[config.mk]
export PLATFORM = sky130hd
export DESIGN_NAME = alu_control_seq
export DESIGN_NICKNAME = d
export VERILOG_FILES = /design/src/rtl/alu_ctrl_pkg.sv /design/src/rtl/alu_ctrl_decode.sv /design/src/rtl/alu_control_seq.sv
export SDC_FILE = /design/constraint.sdc
export NUM_CORES = 1
export LEC_CHECK = 0
export ABC_AREA = 1
export BUFFER_PORTS_ARGS = -buffer_cell sky130_fd_sc_hd__buf_2
export CORE_MARGIN = 5
export CORE_UTILIZATION = 36
export DETAILED_ROUTE_END_ITERATION = 16
export GPL_TIMING_DRIVEN = 1
export SYNTH_ARGS = -nofsm -noshare
export SYNTH_HDL_FRONTEND = slang
export SYNTH_SLANG_ARGS = --single-unit
[constraint.sdc]
create_clock -name clk -period 1.9 [get_ports clk]
set_input_delay 0.19 -clock clk [delete_from_list [all_inputs] [get_ports clk]]
set_output_delay 0.19 -clock clk [all_outputs]
set_load 0.1 [all_outputs]
[src/rtl/alu_ctrl_pkg.sv]
// Shared encodings for the ALU control sequencer: ALUop classes, R-type funct
// codes, ALUcontrol codes, mult/div selects, FSM states and the decode bundle.
package alu_ctrl_pkg;

    localparam logic [2:0] OP_ADD   = 3'b000;
    localparam logic [2:0] OP_SUB   = 3'b001;
    localparam logic [2:0] OP_RTYPE = 3'b010;
    localparam logic [2:0] OP_AND   = 3'b011;
    localparam logic [2:0] OP_OR    = 3'b100;
    localparam logic [2:0] OP_SLT   = 3'b101;
    localparam logic [2:0] OP_LUI   = 3'b110;
    localparam logic [2:0] OP_ILL   = 3'b111;

    localparam logic [5:0] F_ADD   = 6'b100000;
    localparam logic [5:0] F_ADDU  = 6'b100001;
    localparam logic [5:0] F_SUB   = 6'b100010;
    localparam logic [5:0] F_SUBU  = 6'b100011;
    localparam logic [5:0] F_AND   = 6'b100100;
    localparam logic [5:0] F_OR    = 6'b100101;
    localparam logic [5:0] F_XOR   = 6'b100110;
    localparam logic [5:0] F_NOR   = 6'b100111;
    localparam logic [5:0] F_SLT   = 6'b101010;
    localparam logic [5:0] F_SLL   = 6'b000000;
    localparam logic [5:0] F_SRL   = 6'b000010;
    localparam logic [5:0] F_SRA   = 6'b000011;
    localparam logic [5:0] F_MFHI  = 6'b010000;
    localparam logic [5:0] F_MFLO  = 6'b010010;
    localparam logic [5:0] F_MULT  = 6'b011000;
    localparam logic [5:0] F_MULTU = 6'b011001;
    localparam logic [5:0] F_DIV   = 6'b011010;
    localparam logic [5:0] F_DIVU  = 6'b011011;

    localparam logic [3:0] C_AND  = 4'b0000;
    localparam logic [3:0] C_OR   = 4'b0001;
    localparam logic [3:0] C_ADD  = 4'b0010;
    localparam logic [3:0] C_XOR  = 4'b0011;
    localparam logic [3:0] C_SUB  = 4'b0110;
    localparam logic [3:0] C_SLT  = 4'b0111;
    localparam logic [3:0] C_SLL  = 4'b1000;
    localparam logic [3:0] C_SRL  = 4'b1001;
    localparam logic [3:0] C_SRA  = 4'b1010;
    localparam logic [3:0] C_LUI  = 4'b1011;
    localparam logic [3:0] C_NOR  = 4'b1100;
    localparam logic [3:0] C_MFHI = 4'b1101;
    localparam logic [3:0] C_MFLO = 4'b1110;
    localparam logic [3:0] C_NOP  = 4'b1111;

    localparam logic [1:0] MD_MULT  = 2'b00;
    localparam logic [1:0] MD_MULTU = 2'b01;
    localparam logic [1:0] MD_DIV   = 2'b10;
    localparam logic [1:0] MD_DIVU  = 2'b11;

    typedef enum logic [1:0] {
        S_IDLE    = 2'd0,
        S_MD_RUN  = 2'd1,
        S_MD_DONE = 2'd2
    } state_t;

    typedef struct packed {
        logic [3:0] code;
        logic       is_md;
        logic [1:0] md_sel;
        logic       illegal;
    } dec_t;

endpackage

[src/rtl/alu_ctrl_decode.sv]
// ALUop/funct to ALU control decode.
// Latency: purely combinational, no state.
// Backpressure: none; the sequencer decides whether the result is accepted.
module alu_ctrl_decode
    import alu_ctrl_pkg::*;
#(
    parameter int OPW = 3
) (
    input  logic [OPW-1:0] ALUop,
    input  logic [5:0]     funct,
    output dec_t           dec
);

    logic [2:0] op3;
    logic       op_hi;

    assign op3   = ALUop[2:0];
    assign op_hi = (ALUop >> 3) != '0;

    always_comb begin
        dec = '{code: C_NOP, is_md: 1'b0, md_sel: MD_MULT, illegal: 1'b0};
        case (op3)
            OP_ADD: dec.code = C_ADD;
            OP_SUB: dec.code = C_SUB;
            OP_AND: dec.code = C_AND;
            OP_OR:  dec.code = C_OR;
            OP_SLT: dec.code = C_SLT;
            OP_LUI: dec.code = C_LUI;
            OP_RTYPE: begin
                case (funct)
                    F_ADD, F_ADDU: dec.code = C_ADD;
                    F_SUB, F_SUBU: dec.code = C_SUB;
                    F_AND:   dec.code = C_AND;
                    F_OR:    dec.code = C_OR;
                    F_XOR:   dec.code = C_XOR;
                    F_NOR:   dec.code = C_NOR;
                    F_SLT:   dec.code = C_SLT;
                    F_SLL:   dec.code = C_SLL;
                    F_SRL:   dec.code = C_SRL;
                    F_SRA:   dec.code = C_SRA;
                    F_MFHI:  dec.code = C_MFHI;
                    F_MFLO:  dec.code = C_MFLO;
                    F_MULT:  begin dec.is_md = 1'b1; dec.md_sel = MD_MULT;  end
                    F_MULTU: begin dec.is_md = 1'b1; dec.md_sel = MD_MULTU; end
                    F_DIV:   begin dec.is_md = 1'b1; dec.md_sel = MD_DIV;   end
                    F_DIVU:  begin dec.is_md = 1'b1; dec.md_sel = MD_DIVU;  end
                    default: dec.illegal = 1'b1;
                endcase
            end
            default: dec.illegal = 1'b1;
        endcase
        // ALUop values beyond the 3-bit map are never decodable
        if (op_hi) begin
            dec = '{code: C_NOP, is_md: 1'b0, md_sel: MD_MULT, illegal: 1'b1};
        end
    end

endmodule

[src/rtl/alu_control_seq.sv]
// ALU control sequencer: registered decode plus mult/div busy sequencing.
// Latency: 1 cycle for single-cycle ops; mult/div holds busy for MD_LAT cycles then pulses done.
// Backpressure: valid_in is dropped while busy; upstream must hold until done.
module alu_control_seq
    import alu_ctrl_pkg::*;
#(
    parameter int MD_LAT = 32,
    parameter int OPW    = 3,
    parameter int CTLW   = 4
) (
    input  logic            clk,
    input  logic            rst,
    input  logic            valid_in,
    input  logic [OPW-1:0]  ALUop,
    input  logic [5:0]      funct,
    output logic [CTLW-1:0] ALUcontrol,
    output logic            ctrl_valid,
    output logic            illegal,
    output logic            busy,
    output logic            md_start,
    output logic [1:0]      md_sel,
    output logic            done
);

    localparam logic [7:0]      CNT_INIT = 8'(MD_LAT - 1);
    localparam logic [CTLW-1:0] CTL_NOP  = CTLW'(C_NOP);

    dec_t            dec;
    state_t          state, state_nxt;
    logic [7:0]      cnt, cnt_nxt;
    logic [CTLW-1:0] ctl_nxt;
    logic            ctrl_valid_nxt, illegal_nxt, md_start_nxt;
    logic [1:0]      md_sel_nxt;

    alu_ctrl_decode #(.OPW(OPW)) u_decode (
        .ALUop (ALUop),
        .funct (funct),
        .dec   (dec)
    );

    always_comb begin
        state_nxt      = state;
        cnt_nxt        = cnt;
        ctl_nxt        = ALUcontrol;
        md_sel_nxt     = md_sel;
        ctrl_valid_nxt = 1'b0;
        illegal_nxt    = 1'b0;
        md_start_nxt   = 1'b0;
        case (state)
            S_MD_RUN: begin
                if (cnt == 8'd0) state_nxt = S_MD_DONE;
                else             cnt_nxt   = cnt - 8'd1;
            end
            default: begin
                // IDLE and MD_DONE both accept a new op
                state_nxt = S_IDLE;
                if (valid_in) begin
                    if (dec.is_md) begin
                        state_nxt    = S_MD_RUN;
                        cnt_nxt      = CNT_INIT;
                        md_start_nxt = 1'b1;
                        md_sel_nxt   = dec.md_sel;
                        ctl_nxt      = CTL_NOP;
                    end else begin
                        ctl_nxt        = CTLW'(dec.code);
                        ctrl_valid_nxt = 1'b1;
                        illegal_nxt    = dec.illegal;
                    end
                end
            end
        endcase
    end

    always_ff @(posedge clk) begin
        if (rst) begin
            state      <= S_IDLE;
            cnt        <= 8'd0;
            ALUcontrol <= CTL_NOP;
            md_sel     <= MD_MULT;
            ctrl_valid <= 1'b0;
            illegal    <= 1'b0;
            md_start   <= 1'b0;
        end else begin
            state      <= state_nxt;
            cnt        <= cnt_nxt;
            ALUcontrol <= ctl_nxt;
            md_sel     <= md_sel_nxt;
            ctrl_valid <= ctrl_valid_nxt;
            illegal    <= illegal_nxt;
            md_start   <= md_start_nxt;
        end
    end

    assign busy = (state == S_MD_RUN);
    assign done = (state == S_MD_DONE);

endmodule

# Yosys cells after proc, flatten, opt, wreduce, memory -nomap -nowiden
# Index checks and enable logic that the tools add are counted.
# totals
reg_bits	19
output_inout_bits	11
word_cells	68
# op_classes
addsub	1
n_eq_ne	27
muxes	17
bitwise	2
reduce_logical	14
# ops
op	count
6-bit equality test (second input constant)	9
4-bit case mux with 12 select lines	1
6-bit by 5-bit equality test with 1-bit output (second input constant)	6
8-bit 2-to-1 mux	4
4-bit case mux with 7 select lines	1
18-bit OR reduction	1
6-bit by 2-bit equality test with 1-bit output (second input constant)	2
3-bit case mux with 4 select lines	1
3-bit equality test (second input constant)	3
8-bit logical NOT	1
8-bit by 1-bit subtractor with 8-bit output (second input constant)	1
3-bit by 2-bit equality test with 1-bit output (second input constant)	2
6-bit logical NOT	1
3-bit AND reduction	2
6-bit OR reduction	1
1-bit 2-to-1 mux	5
2-bit 2-to-1 mux	2
4-bit 2-to-1 mux	1
2-bit nonzero test	2
2-bit OR reduction	2
4-bit OR reduction	1
3-bit by 1-bit equality test with 1-bit output (second input constant)	1
3-bit logical NOT	1
3-bit 2-to-1 mux	1
8 further kinds	9

# Logic depth before layout (Yosys ltp)
# logic_depth
word_depth	6
mapped_depth	11
ltp_nobuf	11

# Modules after synthesis
# From an unflattened synthesis, not the netlist that was laid out.
# hier_totals
hier_cells	196
hier_area_um2	1244.9
# by_module_without_submodules
mod	instances	cells_per_inst	area_per_inst_um2	seq_area_each_um2
alu_control_seq	1	121	895.9	380.4
alu_ctrl_decode	1	75	349.1	0.0

# Least setup slack after synthesis
# No wires, ideal clock.
# synth_timing
path_kind	flip-flop to output port
from	register state[1]
to	output port done
t_arrival_ps	1586
required_time_ps	1710
path_slack_ps	124
path_stages_with_launch	3
path_buffers	0
cell_sequence	dfxtp_1 inv_1 nor2_1
# synth_between
elab_chain_len	1
# synth_lines
element	line_no	text
from (decl)	alu_control_seq.sv:29	state_t state, state_nxt;
from (signal assigned)	alu_control_seq.sv:84	state <= state_nxt;
2-bit equality test	alu_control_seq.sv:95	assign done = (state == S_MD_DONE);
to (decl)	alu_control_seq.sv:22	output logic done
# Every way passes these cells.

# Worst setup path after layout
# layout_timing
from	register state[1]
to	output port busy
# layout_between
elab_chain_len	1
# layout_lines
element	line_no	text
2-bit by 1-bit equality test with 1-bit output	alu_control_seq.sv:94	assign busy = (state == S_MD_RUN);
to (decl)	alu_control_seq.sv:19	output logic busy,
# Every way passes these cells.

==> impl_metrics.ini <==
[yosys]
synth_edf_count = 0
synth-seq-cells = 19
synth_top_area_cell = dfxtp_1
synthAdderAreaFrac = 0.02195
synth_warnings = 0
synthMuxAreaShare = 0
netlist_instances = 182
yosysMostFrequentCell = nand2_1
async_flop_share = 0
synth_cell_types = 21
synth_top_family_by_area = simple AND/OR/NAND/NOR gates
syn_area_per_cell_um2 = 6.263
synth_area_um2 = 1140
ys_seq_area_frac = 0.3337
synth_compound_area_frac = 0.1021
synth_xor_area_frac = 0.03074
ys.flop_type = dfxtp_1
synth-simple-area-share = 0.4193
synth.net_count = 196
yosys-top-cells-count = 50 x nand2_1, 27 x nor2_1, 25 x inv_1, 19 x dfxtp_1, 14 x nand3_1
synth_top_area_share = 0.3337
synth_area_leaders = dfxtp_1 33%, nand2_1 16%, nor2_1 8.9%, inv_1 8.2%, nand3_1 6.1%

[timing]
tns_ns = 0
setup_ws_ns = 0.2733
period_needed_ns = 1.627
slew_headroom = 0.6770
worstMarginPinSlew_ns = 0.4879
setup_viol = 0
slew_viol_final = 0
rsz0062_at_grt = no
fin_crit_sh = 0.8562
fmax_ghz = 0.6147
hold_viol_final = 0
skew_ns = 0.002671

[hold_path]
hold_depth = 3
hold_path.class = input port to flop

[grt]
track_usage = 0.1210
grt-ovfl-total = 0
antenna_found_initial = 0
grt_pass1_wl_mm = 4.271
grt_pass1_vias = 1082
grt_max_degree = 15

[cells_and_area]
final_nets = 223
syn2layout_area_growth_pct = 17.23
seqCellArea_um2 = 380.4
diodes = 0
nFillCells = 328
multi_input_area_um2 = 654.4
drive_gt1_frac = 0.1779

[worst_setup_path]
rr_worst_depth = 8
crit_slowest_cell = buf_2
worst_ep_arrival_time_ns = 1.44
cp_top_family = buffers and inverters
crit_path_start_kind = flop
critical_path.cell_chain = inv_1 -> nand2_1 -> inv_1 -> buf_2
worst_path_largest_cell_delay_ns = 0.45
crit_buf_inv = 3
cpMostUsedCell = inv_1
crit_required_ns = 1.71
path_max_fanout = 7
critical_path_class = flop to primary output
worst_setup_path_end_kind = primary output
r2r_setup_slack_ns = 0.29
cp_num_cells = 4

[placement]
portBuffers = 22
hpwl_mm = 1.951
gp_congestion = 0.8760
place_ws_ns = 0.3126

[clock_tree]
clockBufferDepth = 2
postCtsSetupRepairBufs = 0
htree_levels = 1
numCtsBuffers = 3
ctsHoldBuffers = 0
clock-root-buffer = clkbuf_4
tritoncts = yes
insertion_delay_ns = 0.29
clkSinkCount = 19
post_cts_resized = 0
clk_pin_slew_worst_paths_ns = 0.11

[routing]
avgViaCountPerCell = 4.532
ant_nets = 0
num_vias = 1142
drt_iter0_markers = 43
first_pass_iters = 4
drc = 0
wl_mm = 2.430
wl_per_cell_um = 9.643

[power_and_ir_drop]
leakagePower_nw = 0.7110
p_per_area_nw_per_um2 = 580.1
vdd_drop_max_mv = 0.1772

[die]
die_h_um = 66.27
initial_utilization = 0.3734
pin_count = 23
fp.coreArea_um2 = 3053
die_area_um2 = 4392
rows = 20
die_w_um = 66.27

[job]
cap_violations = 0

[status]
status = complete, no violations
==> cells in the final DEF, fill, tap and decap left out, types with 2 or more instances in the layout <==
| cell type | n |
|---|---|
| nor2_1 | 27 |
| inv_2 | 2 |
| nand3_2 | 2 |
| dfxtp_1 | 19 |
| ha_1 | 2 |
| a21oi_1 | 12 |
| xor2_1 | 4 |
| nand3_1 | 14 |
| nand2_1 | 50 |
| buf_2 | 22 |
| nor3_1 | 7 |
| nor2_2 | 3 |
| o21ai_0 | 7 |
| inv_1 | 25 |
| clkbuf_4 | 3 |
==> stage by stage <==
step	power [mW]	hold slack [ns]	instances	area, um2	util
6_report	0.7752	0.1247	252	1336	0.4377
4_1_cts	0.7888	0.1166	252	1336	0.4377
2_1_floorplan	0.5441	0.2695	182	1140	-
5_1_grt	0.8181	0.1430	252	1336	0.4377
3_5_place_dp	0.5855	0.4307	248	1309	0.4287
3_3_place_gp	0.5857	0.4325	248	1309	0.4287
==> flip-flops by register name, summed over array words and instances (netlist names) <==
register	flops
md_sel	2
cnt	8
ALUcontrol	4
ctrl_valid	1
md_start	1
illegal	1
state	2
==> metal layers <==
metal | vias to the layer above | share of wire | global-route usage
met4 | 0 | 0.017 | 0.05330
met2 | 12 | 0.50 | 0.2169
met5 | - | 0 | 0
met3 | 4 | 0.023 | 0.01190
met1 | 500 | 0.46 | 0.1436
li1 | 626 | - | -
==> logic make-up (layout without fill, tap and decap cells) <==
| group | Yosys count | after routing |
|---|---|---|
| AO/OA/AOI/OAI | 22 | 22 |
| XOR/XNOR | 4 | 4 |
| adder cells (fa/ha/maj) | 2 | 2 |
| buffers and inverters | 28 | 54 |
| flip-flops | 19 | 19 |
| AND/OR/NAND/NOR | 107 | 107 |
==> where the power goes <==
| group | internal (mW) | leakage, nW | total, mW | switching [mW] |
|---|---|---|---|---|
| Clock | 0.0784 | 0.0177 | 0.200 | 0.122 |
| Combinational | 0.0393 | 0.539 | 0.164 | 0.125 |
| Sequential | 0.407 | 0.155 | 0.411 | 0.00393 |
==> final timing paths <==
kind / startpoint / endpoint
worst max-delay path: state[1]$_SDFFE_PP0P_ / busy
worst min-delay path: funct[1] / md_sel[1]$_SDFFE_PP0P_
worst max register to register: cnt[0]$_SDFFE_PP0P_ / cnt[2]$_SDFFE_PP0P_
worst min register to register: ALUcontrol[0]$_SDFFE_PP1P_ / ALUcontrol[0]$_SDFFE_PP1P_
==> tightest hold or removal path: stages <==
cell	delay, ns
buf_2	0.11
nand2_1	0.05
nand2_1	0.04
==> layout make-up <==
type | count | area share
multi-input cells | 135 | 0.4897
flip-flops and latches | 19 | 0.2846
repair buffers | 23 | 0.08802
inverters | 27 | 0.07584
well taps | 44 | 0.04120
clock buffers | 3 | 0.01685
clock inverters | 1 | 0.003745
Power figures use the tool's default switching activity.
